### src/rtl/regfile_mt_if.sv
// ============================================================================
// Module   : regfile_mt_if
// Brief    : Port bundle for regfile_mt: register access, flags and the
//            multi-register transfer handshake.
// Revision : 1.0
// ============================================================================
`default_nettype none

interface regfile_mt_if #(
    parameter int DATA_W = 16,
    parameter int NREG   = 8,
    parameter int AW     = $clog2(NREG)
);
    logic [DATA_W-1:0] pc_i;
    logic [1:0]        ir_cz_i;
    logic [2:0]        f_sel_i;
    logic              c_in_i;
    logic              z_in_i;
    logic              we_i;
    logic [AW-1:0]     ra1_i;
    logic [AW-1:0]     ra2_i;
    logic [AW-1:0]     wa_i;
    logic [DATA_W-1:0] wd_i;
    logic [DATA_W-1:0] rd1_o;
    logic [DATA_W-1:0] rd2_o;
    logic              c_flag_o;
    logic              z_flag_o;
    logic              mt_start_i;
    logic              mt_load_i;
    logic [NREG-1:0]   mt_mask_i;
    logic              mt_valid_o;
    logic              mt_ready_i;
    logic [AW-1:0]     mt_idx_o;
    logic [DATA_W-1:0] mt_rdata_o;
    logic [DATA_W-1:0] mt_wdata_i;
    logic              mt_busy_o;
    logic              mt_done_o;

    modport slave (
        input  pc_i, ir_cz_i, f_sel_i, c_in_i, z_in_i, we_i,
        input  ra1_i, ra2_i, wa_i, wd_i,
        output rd1_o, rd2_o, c_flag_o, z_flag_o,
        input  mt_start_i, mt_load_i, mt_mask_i, mt_ready_i, mt_wdata_i,
        output mt_valid_o, mt_idx_o, mt_rdata_o, mt_busy_o, mt_done_o
    );

    modport master (
        output pc_i, ir_cz_i, f_sel_i, c_in_i, z_in_i, we_i,
        output ra1_i, ra2_i, wa_i, wd_i,
        input  rd1_o, rd2_o, c_flag_o, z_flag_o,
        output mt_start_i, mt_load_i, mt_mask_i, mt_ready_i, mt_wdata_i,
        input  mt_valid_o, mt_idx_o, mt_rdata_o, mt_busy_o, mt_done_o
    );
endinterface

`default_nettype wire

### src/rtl/regfile_mt.sv
// ============================================================================
// Module   : regfile_mt
// Brief    : Register file with PC-mirrored R0, C/Z flags, predicated write,
//            write-to-read bypass and an LM/SM multi-register sequencer.
// Revision : 1.0
// ============================================================================
`default_nettype none

module regfile_mt #(
    parameter int DATA_W = 16,
    parameter int NREG   = 8,
    parameter bit BYPASS = 1'b1
) (
    input  logic           clk,
    input  logic           reset,
    regfile_mt_if.slave    bus
);
    localparam int              AW      = $clog2(NREG);
    localparam logic [1:0]      C_CZ_C  = 2'b10;
    localparam logic [1:0]      C_CZ_Z  = 2'b01;
    localparam logic [2:0]      C_F_ADD = 3'b000;
    localparam logic [2:0]      C_F_LIM = 3'b011;
    localparam logic [NREG-1:0] C_ONE   = NREG'(1);

    typedef enum logic [1:0] {
        S_IDLE = 2'd0,
        S_XFER = 2'd1,
        S_DONE = 2'd2
    } state_t;

    state_t            state_q, state_d;
    logic [NREG-1:0]   rem_q, rem_d;
    logic              load_q, load_d;
    logic [DATA_W-1:0] regs_q [NREG];
    logic              c_q;
    logic              z_q;

    logic              w_busy;
    logic              w_cmd;
    logic              w_pred;
    logic              w_norm_wen;
    logic              w_lm_wen;
    logic              w_wr_en;
    logic [AW-1:0]     w_wr_addr;
    logic [DATA_W-1:0] w_wr_data;
    logic [AW-1:0]     w_idx;
    logic [NREG-1:0]   w_start_mask;

    // R0 always holds the PC, so the sequencer never touches it
    assign w_start_mask = bus.mt_mask_i & ~C_ONE;

    assign w_busy     = (state_q != S_IDLE);
    assign w_cmd      = bus.we_i & ~w_busy;
    assign w_pred     = ~((bus.ir_cz_i == C_CZ_C) & ~c_q) & ~((bus.ir_cz_i == C_CZ_Z) & ~z_q);
    assign w_norm_wen = w_cmd & w_pred & (bus.wa_i != '0);
    assign w_lm_wen   = (state_q == S_XFER) & load_q & bus.mt_ready_i;

    // Normal and LM writes are mutually exclusive: the normal port is gated by busy
    assign w_wr_en   = w_norm_wen | w_lm_wen;
    assign w_wr_addr = w_lm_wen ? w_idx : bus.wa_i;
    assign w_wr_data = w_lm_wen ? bus.mt_wdata_i : bus.wd_i;

    // Lowest set bit of the remaining mask; descending scan lets the lowest win
    always_comb begin
        w_idx = '0;
        for (int i = NREG - 1; i >= 0; i--) begin
            if (rem_q[i]) begin
                w_idx = AW'(i);
            end
        end
    end

    always_comb begin
        state_d        = state_q;
        rem_d          = rem_q;
        load_d         = load_q;
        bus.mt_valid_o = 1'b0;
        bus.mt_done_o  = 1'b0;
        bus.mt_busy_o  = w_busy;
        case (state_q)
            S_IDLE: begin
                if (bus.mt_start_i) begin
                    rem_d   = w_start_mask;
                    load_d  = bus.mt_load_i;
                    state_d = (w_start_mask != '0) ? S_XFER : S_DONE;
                end
            end
            S_XFER: begin
                bus.mt_valid_o = 1'b1;
                if (bus.mt_ready_i) begin
                    rem_d = rem_q & (rem_q - C_ONE);
                    if (rem_d == '0) begin
                        state_d = S_DONE;
                    end
                end
            end
            S_DONE: begin
                bus.mt_done_o = 1'b1;
                state_d       = S_IDLE;
            end
            default: begin
                state_d = S_IDLE;
            end
        endcase
    end

    assign bus.mt_idx_o   = w_idx;
    assign bus.mt_rdata_o = regs_q[w_idx];
    assign bus.c_flag_o   = c_q;
    assign bus.z_flag_o   = z_q;

    // Address 0 reads as zero even though R0 stores the PC
    always_comb begin
        bus.rd1_o = regs_q[bus.ra1_i];
        if (bus.ra1_i == '0) begin
            bus.rd1_o = '0;
        end else if (BYPASS && w_wr_en && (w_wr_addr == bus.ra1_i)) begin
            bus.rd1_o = w_wr_data;
        end
    end

    always_comb begin
        bus.rd2_o = regs_q[bus.ra2_i];
        if (bus.ra2_i == '0) begin
            bus.rd2_o = '0;
        end else if (BYPASS && w_wr_en && (w_wr_addr == bus.ra2_i)) begin
            bus.rd2_o = w_wr_data;
        end
    end

    always_ff @(posedge clk) begin
        if (reset) begin
            state_q <= S_IDLE;
            rem_q   <= '0;
            load_q  <= 1'b0;
            c_q     <= 1'b0;
            z_q     <= 1'b0;
            for (int i = 0; i < NREG; i++) begin
                regs_q[i] <= '0;
            end
        end else begin
            state_q <= state_d;
            rem_q   <= rem_d;
            load_q  <= load_d;
            if (w_cmd && (bus.f_sel_i == C_F_ADD)) begin
                c_q <= bus.c_in_i;
            end
            if (w_cmd && (bus.f_sel_i < C_F_LIM)) begin
                z_q <= bus.z_in_i;
            end
            if (w_wr_en) begin
                regs_q[w_wr_addr] <= w_wr_data;
            end
            regs_q[0] <= bus.pc_i;
        end
    end

endmodule

`default_nettype wire

### src/flat_wrapper.sv
// flat-port wrapper written by rule: the top's interface ports become plain ports
module regfile_mt_flat 
#(
    parameter int DATA_W = 16,
    parameter int NREG   = 8,
    parameter bit BYPASS = 1'b1
)
  (clk, reset, bus_pc_i, bus_ir_cz_i, bus_f_sel_i, bus_c_in_i, bus_z_in_i, bus_we_i, bus_ra1_i, bus_ra2_i, bus_wa_i, bus_wd_i, bus_rd1_o, bus_rd2_o, bus_c_flag_o, bus_z_flag_o, bus_mt_start_i, bus_mt_load_i, bus_mt_mask_i, bus_mt_ready_i, bus_mt_wdata_i, bus_mt_valid_o, bus_mt_idx_o, bus_mt_rdata_o, bus_mt_busy_o, bus_mt_done_o);
  regfile_mt_if #(.DATA_W(DATA_W), .NREG(NREG)) bus_i ();
  input  logic clk;
  input  logic reset;
  input wire logic [$bits(bus_i.pc_i)-1:0] bus_pc_i;
  input wire logic [$bits(bus_i.ir_cz_i)-1:0] bus_ir_cz_i;
  input wire logic [$bits(bus_i.f_sel_i)-1:0] bus_f_sel_i;
  input wire logic [$bits(bus_i.c_in_i)-1:0] bus_c_in_i;
  input wire logic [$bits(bus_i.z_in_i)-1:0] bus_z_in_i;
  input wire logic [$bits(bus_i.we_i)-1:0] bus_we_i;
  input wire logic [$bits(bus_i.ra1_i)-1:0] bus_ra1_i;
  input wire logic [$bits(bus_i.ra2_i)-1:0] bus_ra2_i;
  input wire logic [$bits(bus_i.wa_i)-1:0] bus_wa_i;
  input wire logic [$bits(bus_i.wd_i)-1:0] bus_wd_i;
  output wire logic [$bits(bus_i.rd1_o)-1:0] bus_rd1_o;
  output wire logic [$bits(bus_i.rd2_o)-1:0] bus_rd2_o;
  output wire logic [$bits(bus_i.c_flag_o)-1:0] bus_c_flag_o;
  output wire logic [$bits(bus_i.z_flag_o)-1:0] bus_z_flag_o;
  input wire logic [$bits(bus_i.mt_start_i)-1:0] bus_mt_start_i;
  input wire logic [$bits(bus_i.mt_load_i)-1:0] bus_mt_load_i;
  input wire logic [$bits(bus_i.mt_mask_i)-1:0] bus_mt_mask_i;
  input wire logic [$bits(bus_i.mt_ready_i)-1:0] bus_mt_ready_i;
  input wire logic [$bits(bus_i.mt_wdata_i)-1:0] bus_mt_wdata_i;
  output wire logic [$bits(bus_i.mt_valid_o)-1:0] bus_mt_valid_o;
  output wire logic [$bits(bus_i.mt_idx_o)-1:0] bus_mt_idx_o;
  output wire logic [$bits(bus_i.mt_rdata_o)-1:0] bus_mt_rdata_o;
  output wire logic [$bits(bus_i.mt_busy_o)-1:0] bus_mt_busy_o;
  output wire logic [$bits(bus_i.mt_done_o)-1:0] bus_mt_done_o;
  assign bus_i.pc_i = bus_pc_i;
  assign bus_i.ir_cz_i = bus_ir_cz_i;
  assign bus_i.f_sel_i = bus_f_sel_i;
  assign bus_i.c_in_i = bus_c_in_i;
  assign bus_i.z_in_i = bus_z_in_i;
  assign bus_i.we_i = bus_we_i;
  assign bus_i.ra1_i = bus_ra1_i;
  assign bus_i.ra2_i = bus_ra2_i;
  assign bus_i.wa_i = bus_wa_i;
  assign bus_i.wd_i = bus_wd_i;
  assign bus_rd1_o = bus_i.rd1_o;
  assign bus_rd2_o = bus_i.rd2_o;
  assign bus_c_flag_o = bus_i.c_flag_o;
  assign bus_z_flag_o = bus_i.z_flag_o;
  assign bus_i.mt_start_i = bus_mt_start_i;
  assign bus_i.mt_load_i = bus_mt_load_i;
  assign bus_i.mt_mask_i = bus_mt_mask_i;
  assign bus_i.mt_ready_i = bus_mt_ready_i;
  assign bus_i.mt_wdata_i = bus_mt_wdata_i;
  assign bus_mt_valid_o = bus_i.mt_valid_o;
  assign bus_mt_idx_o = bus_i.mt_idx_o;
  assign bus_mt_rdata_o = bus_i.mt_rdata_o;
  assign bus_mt_busy_o = bus_i.mt_busy_o;
  assign bus_mt_done_o = bus_i.mt_done_o;
  regfile_mt #(.DATA_W(DATA_W), .NREG(NREG), .BYPASS(BYPASS)) u_core (.clk(clk), .reset(reset), .bus(bus_i));
endmodule
### config.mk
export PLATFORM = sky130hd
export DESIGN_NAME = regfile_mt_flat
export DESIGN_NICKNAME = d
export VERILOG_FILES = /design/src/rtl/regfile_mt_if.sv /design/src/rtl/regfile_mt.sv /design/src/flat_wrapper.sv
export SDC_FILE = /design/constraint.sdc
export NUM_CORES = 1
export LEC_CHECK = 0
export CORE_MARGIN = 2
export CORE_UTILIZATION = 25
export CTS_BUF_LIST = sky130_fd_sc_hd__clkbuf_4 sky130_fd_sc_hd__clkbuf_8
export DETAILED_ROUTE_END_ITERATION = 12
export PLACE_DENSITY = 0.48
export REMOVE_ABC_BUFFERS = 1
export SYNTH_ARGS = -nofsm -noshare
export SYNTH_HDL_FRONTEND = slang
export SYNTH_SLANG_ARGS = --single-unit
### constraint.sdc
create_clock -name clk -period 3.46 [get_ports clk]
set_input_delay 0.865 -clock clk [delete_from_list [all_inputs] [get_ports clk]]
set_output_delay 0.865 -clock clk [all_outputs]
set_load 0.05 [all_outputs]
==> metrics.md <==
| Metric | Value |
|---|---|
| Status | finished with violations |
| Failing checks | negative setup slack |
| First-pass GRT wire length | 56.2 mm |
| Worst-path clk slew | 0.09 ns |
| Clk buf depth | 2 |
| CP Data Required Time | 2.59 ns |
| Synth warnings | 0 |
| Global-route met1 utilization | 0.258 |
| Setup slack, reg-to-reg | 0.62 ns |
| Synth Register Bits | 140 |
| Largest fanout on the critical path | 6 |
| Core area | 36400 µm² |
| RR Endpoint | u_core.regs_q[4][11] |
| Antenna viol nets, final | 0 |
| Largest net degree at the start of global routing | 46 |
| Met2 Usage GRT | 0.337 |
| Critical path class | primary input to primary output |
| Unrepaired setup endpoints after global routing | true |
| Skew-Pair Late Insertion Delay | 0.47 ns |
| Vias in the first global route | 8814 |
| Synth cell types | 60 |
| Hold Startpoint | u_core.load_q |
| Post-Route WL | 39.7 mm |
| MaxCap Viol Count | 0 |
| Setup ws final | -0.251 ns |
| Largest family of logic cells by synthesized area | simple AND/OR/NAND/NOR gates |
| CTS tree | built |
| Hold-fix buffers, CTS | 0 |
| Syn Inst Count | 945 |
| GRT Util Overall | 0.199 |
| Worst reg-to-reg path cell count | 13 |
| Netlist Area Pre-Place | 9230 µm² |
| Layout Nets | 1289 |
| P per Cell Area | 470 nW/µm² |
| Grt peak-use layer | met2 |
| Worst Max-Slew Pin Slew | 0.531 ns |
| Area growth syn-to-layout | 54.5% |
| Post-route minimum period | 3.71 ns |
| Overall power | 0.00670 W |
| Worst r2r src | u_core.rem_q[2] |
| Tcrit/Tclk final | 1.07 |
| Num rows | 70 |
| Maximum clock frequency | 269 MHz |
| Final Util | 0.391 |
| Worst slew margin | 0.644 |
| Filler instances | 3608 |
| I/O pin cnt | 134 |
| Critical Path Slowest Stage Cell | a211oi_4 |
| Static Leak | 5.52 nW |
| Final Hold Slack | 0.503 ns |
| Synth Area in Simple Gates | 0.191 |
| Prevailing post-synth register cell | edfxtp_1 |
| Worst vdd ir | 0.000259 V |
| Register area share after synthesis | 0.425 |
| First-pass DRT Iterations | 6 |
| Post-synth EDFFs | 112 |
| Top cell by count, worst path | buf_6 |
| Diodes inserted | 0 |
| Slowest stage delay, CP | 0.29 ns |
| Placed cells | 1615 |
| Die area | 38500 µm² |
| CP Data Arrival Time | 2.85 ns |
| Max-slew violations | 0 |
| Grt ovf | 0 |
| Share of post-route cells with drive strength above 1 | 0.416 |
| Complex-gate fraction of the synthesized area | 0.162 |
| RD Place Congestion | 0.836 |
| DRT iter0 DRCs | 896 |
| Port Buffers | 132 |
| Die height | 196 µm |
| Post-synthesis adder-cell area fraction | 0 |
| Starting Density | 0.253 |
| Worst setup SP type | primary input |
| Total CTS buffers | 17 |
| Final Skew | 0.0201 ns |
| Final Non-Filler Cells | 1692 |
| Sink Count | 140 |
| Fraction of registers with async set/reset | 0 |
| H-tree levels | 4 |
| DP HPWL | 25.7 mm |
| Routed len/inst | 23.5 µm |
| Grt met3 use | 0.0284 |
| Setup crit end | bus_rd1_o[2] |
| Register area | 3940 µm² |
| XOR/XNOR Fraction of Synth Area | 0 |
| Setup crit end kind | primary output |
| Final Hold Vio Count | 0 |
| Die W | 196 µm |
| Vias | 9077 |
| Root Driver | clkbuf_8 |
| Area of the multi-input gates | 5700 µm² |
| Hold depth | 2 |
| DRC viols | 0 |
| Worst path cell trace | buf_6 -> nand4b_1 -> buf_6 -> buf_6 -> nor2_4 -> buf_6 -> a211oi_4 -> nor3_4 -> buf_6 -> and2_4 -> buf_8 -> a211oi_4 -> buf_6 |
| Syn_area_per_cell | 9.76 µm² |
| Post-synthesis mux area share | 0.176 |
| Worst Setup SP | bus_mt_ready_i |
| Setup violations, final | 45 |
| Routed vias/inst | 5.36 |
| Antenna violations before repair | 1 |
| HP Class | flip-flop to flip-flop |
==> report_power, final <==
| group | switching [W] | internal, W | total (W) |
|---|---|---|---|
| registers | 0.0000685 | 0.00189 | 0.00196 |
| logic | 0.00180 | 0.00148 | 0.00327 |
| clock network | 0.000788 | 0.000683 | 0.00147 |
==> worst max-delay path, delay by kind of cell <==
family | cells | cell delay, ns
buffers and inverters | 7 | 0.96
AND/OR/NAND/NOR | 4 | 0.43
AO/OA/AOI/OAI | 2 | 0.57
==> cell families (layout without fill, tap and decap cells) <==
kind of cell           count (synthesis)  count (layout)
and+or+nand+nor                      405             405
muxes                                 82              82
buffers and inverters                 89             368
DFF                                  140             140
AOI/OAI and AO/OA                    229             229
==> how the worst min path moves through the flow <==
stage / slack, ns / to
after floorplan: 0.46 / u_core.load_q
after global placement: 0.48 / u_core.load_q
after detailed placement: 0.49 / u_core.load_q
after CTS: 0.50 / u_core.load_q
after global routing: 0.54 / u_core.rem_q[5]
final: 0.50 / u_core.load_q
==> routing by layer <==
layer | up-vias | routed length, µm
met5 | - | 0
li1 | 4017 | -
met4 | 0 | 1190
met1 | 4502 | 15800
met3 | 75 | 3280
met2 | 483 | 19400
==> flip-flops by register name, summed over array words and instances (netlist names) <==
signal,count
u_core.regs_q,128
u_core.load_q,1
u_core.bus.c_flag_o,1
u_core.bus.z_flag_o,1
u_core.rem_q,7
u_core.state_q,2
==> synth_stat cells (all sizes together), types with 5 or more instances <==
cell | n | area (µm²)
a21oi | 61 | 305
nor3 | 7 | 40.0
mux4 | 64 | 1440
a211oi | 39 | 363
mux2i | 18 | 180
edfxtp | 112 | 3360
nor4 | 5 | 61.3
nor2 | 186 | 703
dfxtp | 28 | 561
nand2b | 5 | 31.3
o21ai | 87 | 439
nand2 | 135 | 512
a221oi | 18 | 164
clkbuf | 42 | 158
inv | 8 | 30.0
nor2b | 35 | 219
nand3 | 17 | 85.1
buf | 37 | 224
==> what timing repair did <==
| item | 4_1_cts | 5_1_grt |
|---|---|---|
| resized for setup | 178 | 161 |
| setup endpoints to repair | 48 | 48 |
| pin swaps | 31 | 76 |
| setup buffers | 19 | 21 |
| cloned | 2 | 8 |
==> layout make-up <==
cell class,count,share of cell area
Tap cell,468,0.0411
Inverter,10,0.00360
Sequential cell,140,0.277
Clock inverter,15,0.0134
Clock buffer,17,0.0164
Multi-Input combinational cell,716,0.400
Timing Repair Buffer,326,0.249
==> cells in the final DEF, fill, tap and decap left out, types with 8 or more instances in the layout <==
cell / synthesis / routed
nand2_4: 0 / 8
mux2i_1: 18 / 18
nand2_1: 133 / 109
nor2_1: 184 / 182
buf_6: 4 / 52
a211oi_2: 14 / 21
buf_8: 0 / 9
a211oi_4: 0 / 15
nand3_2: 0 / 12
o21ai_2: 1 / 12
edfxtp_1: 112 / 112
mux4_2: 64 / 64
o21ai_1: 0 / 32
o21ai_0: 86 / 43
dfxtp_1: 28 / 20
nand2_2: 2 / 18
clkdlybuf4s50_1: 0 / 68
clkbuf_8: 0 / 17
a21oi_1: 61 / 41
buf_2: 25 / 10
buf_4: 2 / 134
a21oi_2: 0 / 13
buf_12: 1 / 44
nor2b_1: 35 / 35
a221oi_4: 0 / 8
==> per-stage QoR <==
stage	setup WS [ns]	instance area (µm²)	TNS (ns)
finish	-0.251	14300	-7.08
global placement	-0.884	12200	-24.43
CTS	-0.216	13400	-4.55
global route	-0.329	14300	-10.68
detailed placement	-0.871	12200	-24.89
floorplan	-1.95	8840	-179.14
(Power assumes the default switching activity.)
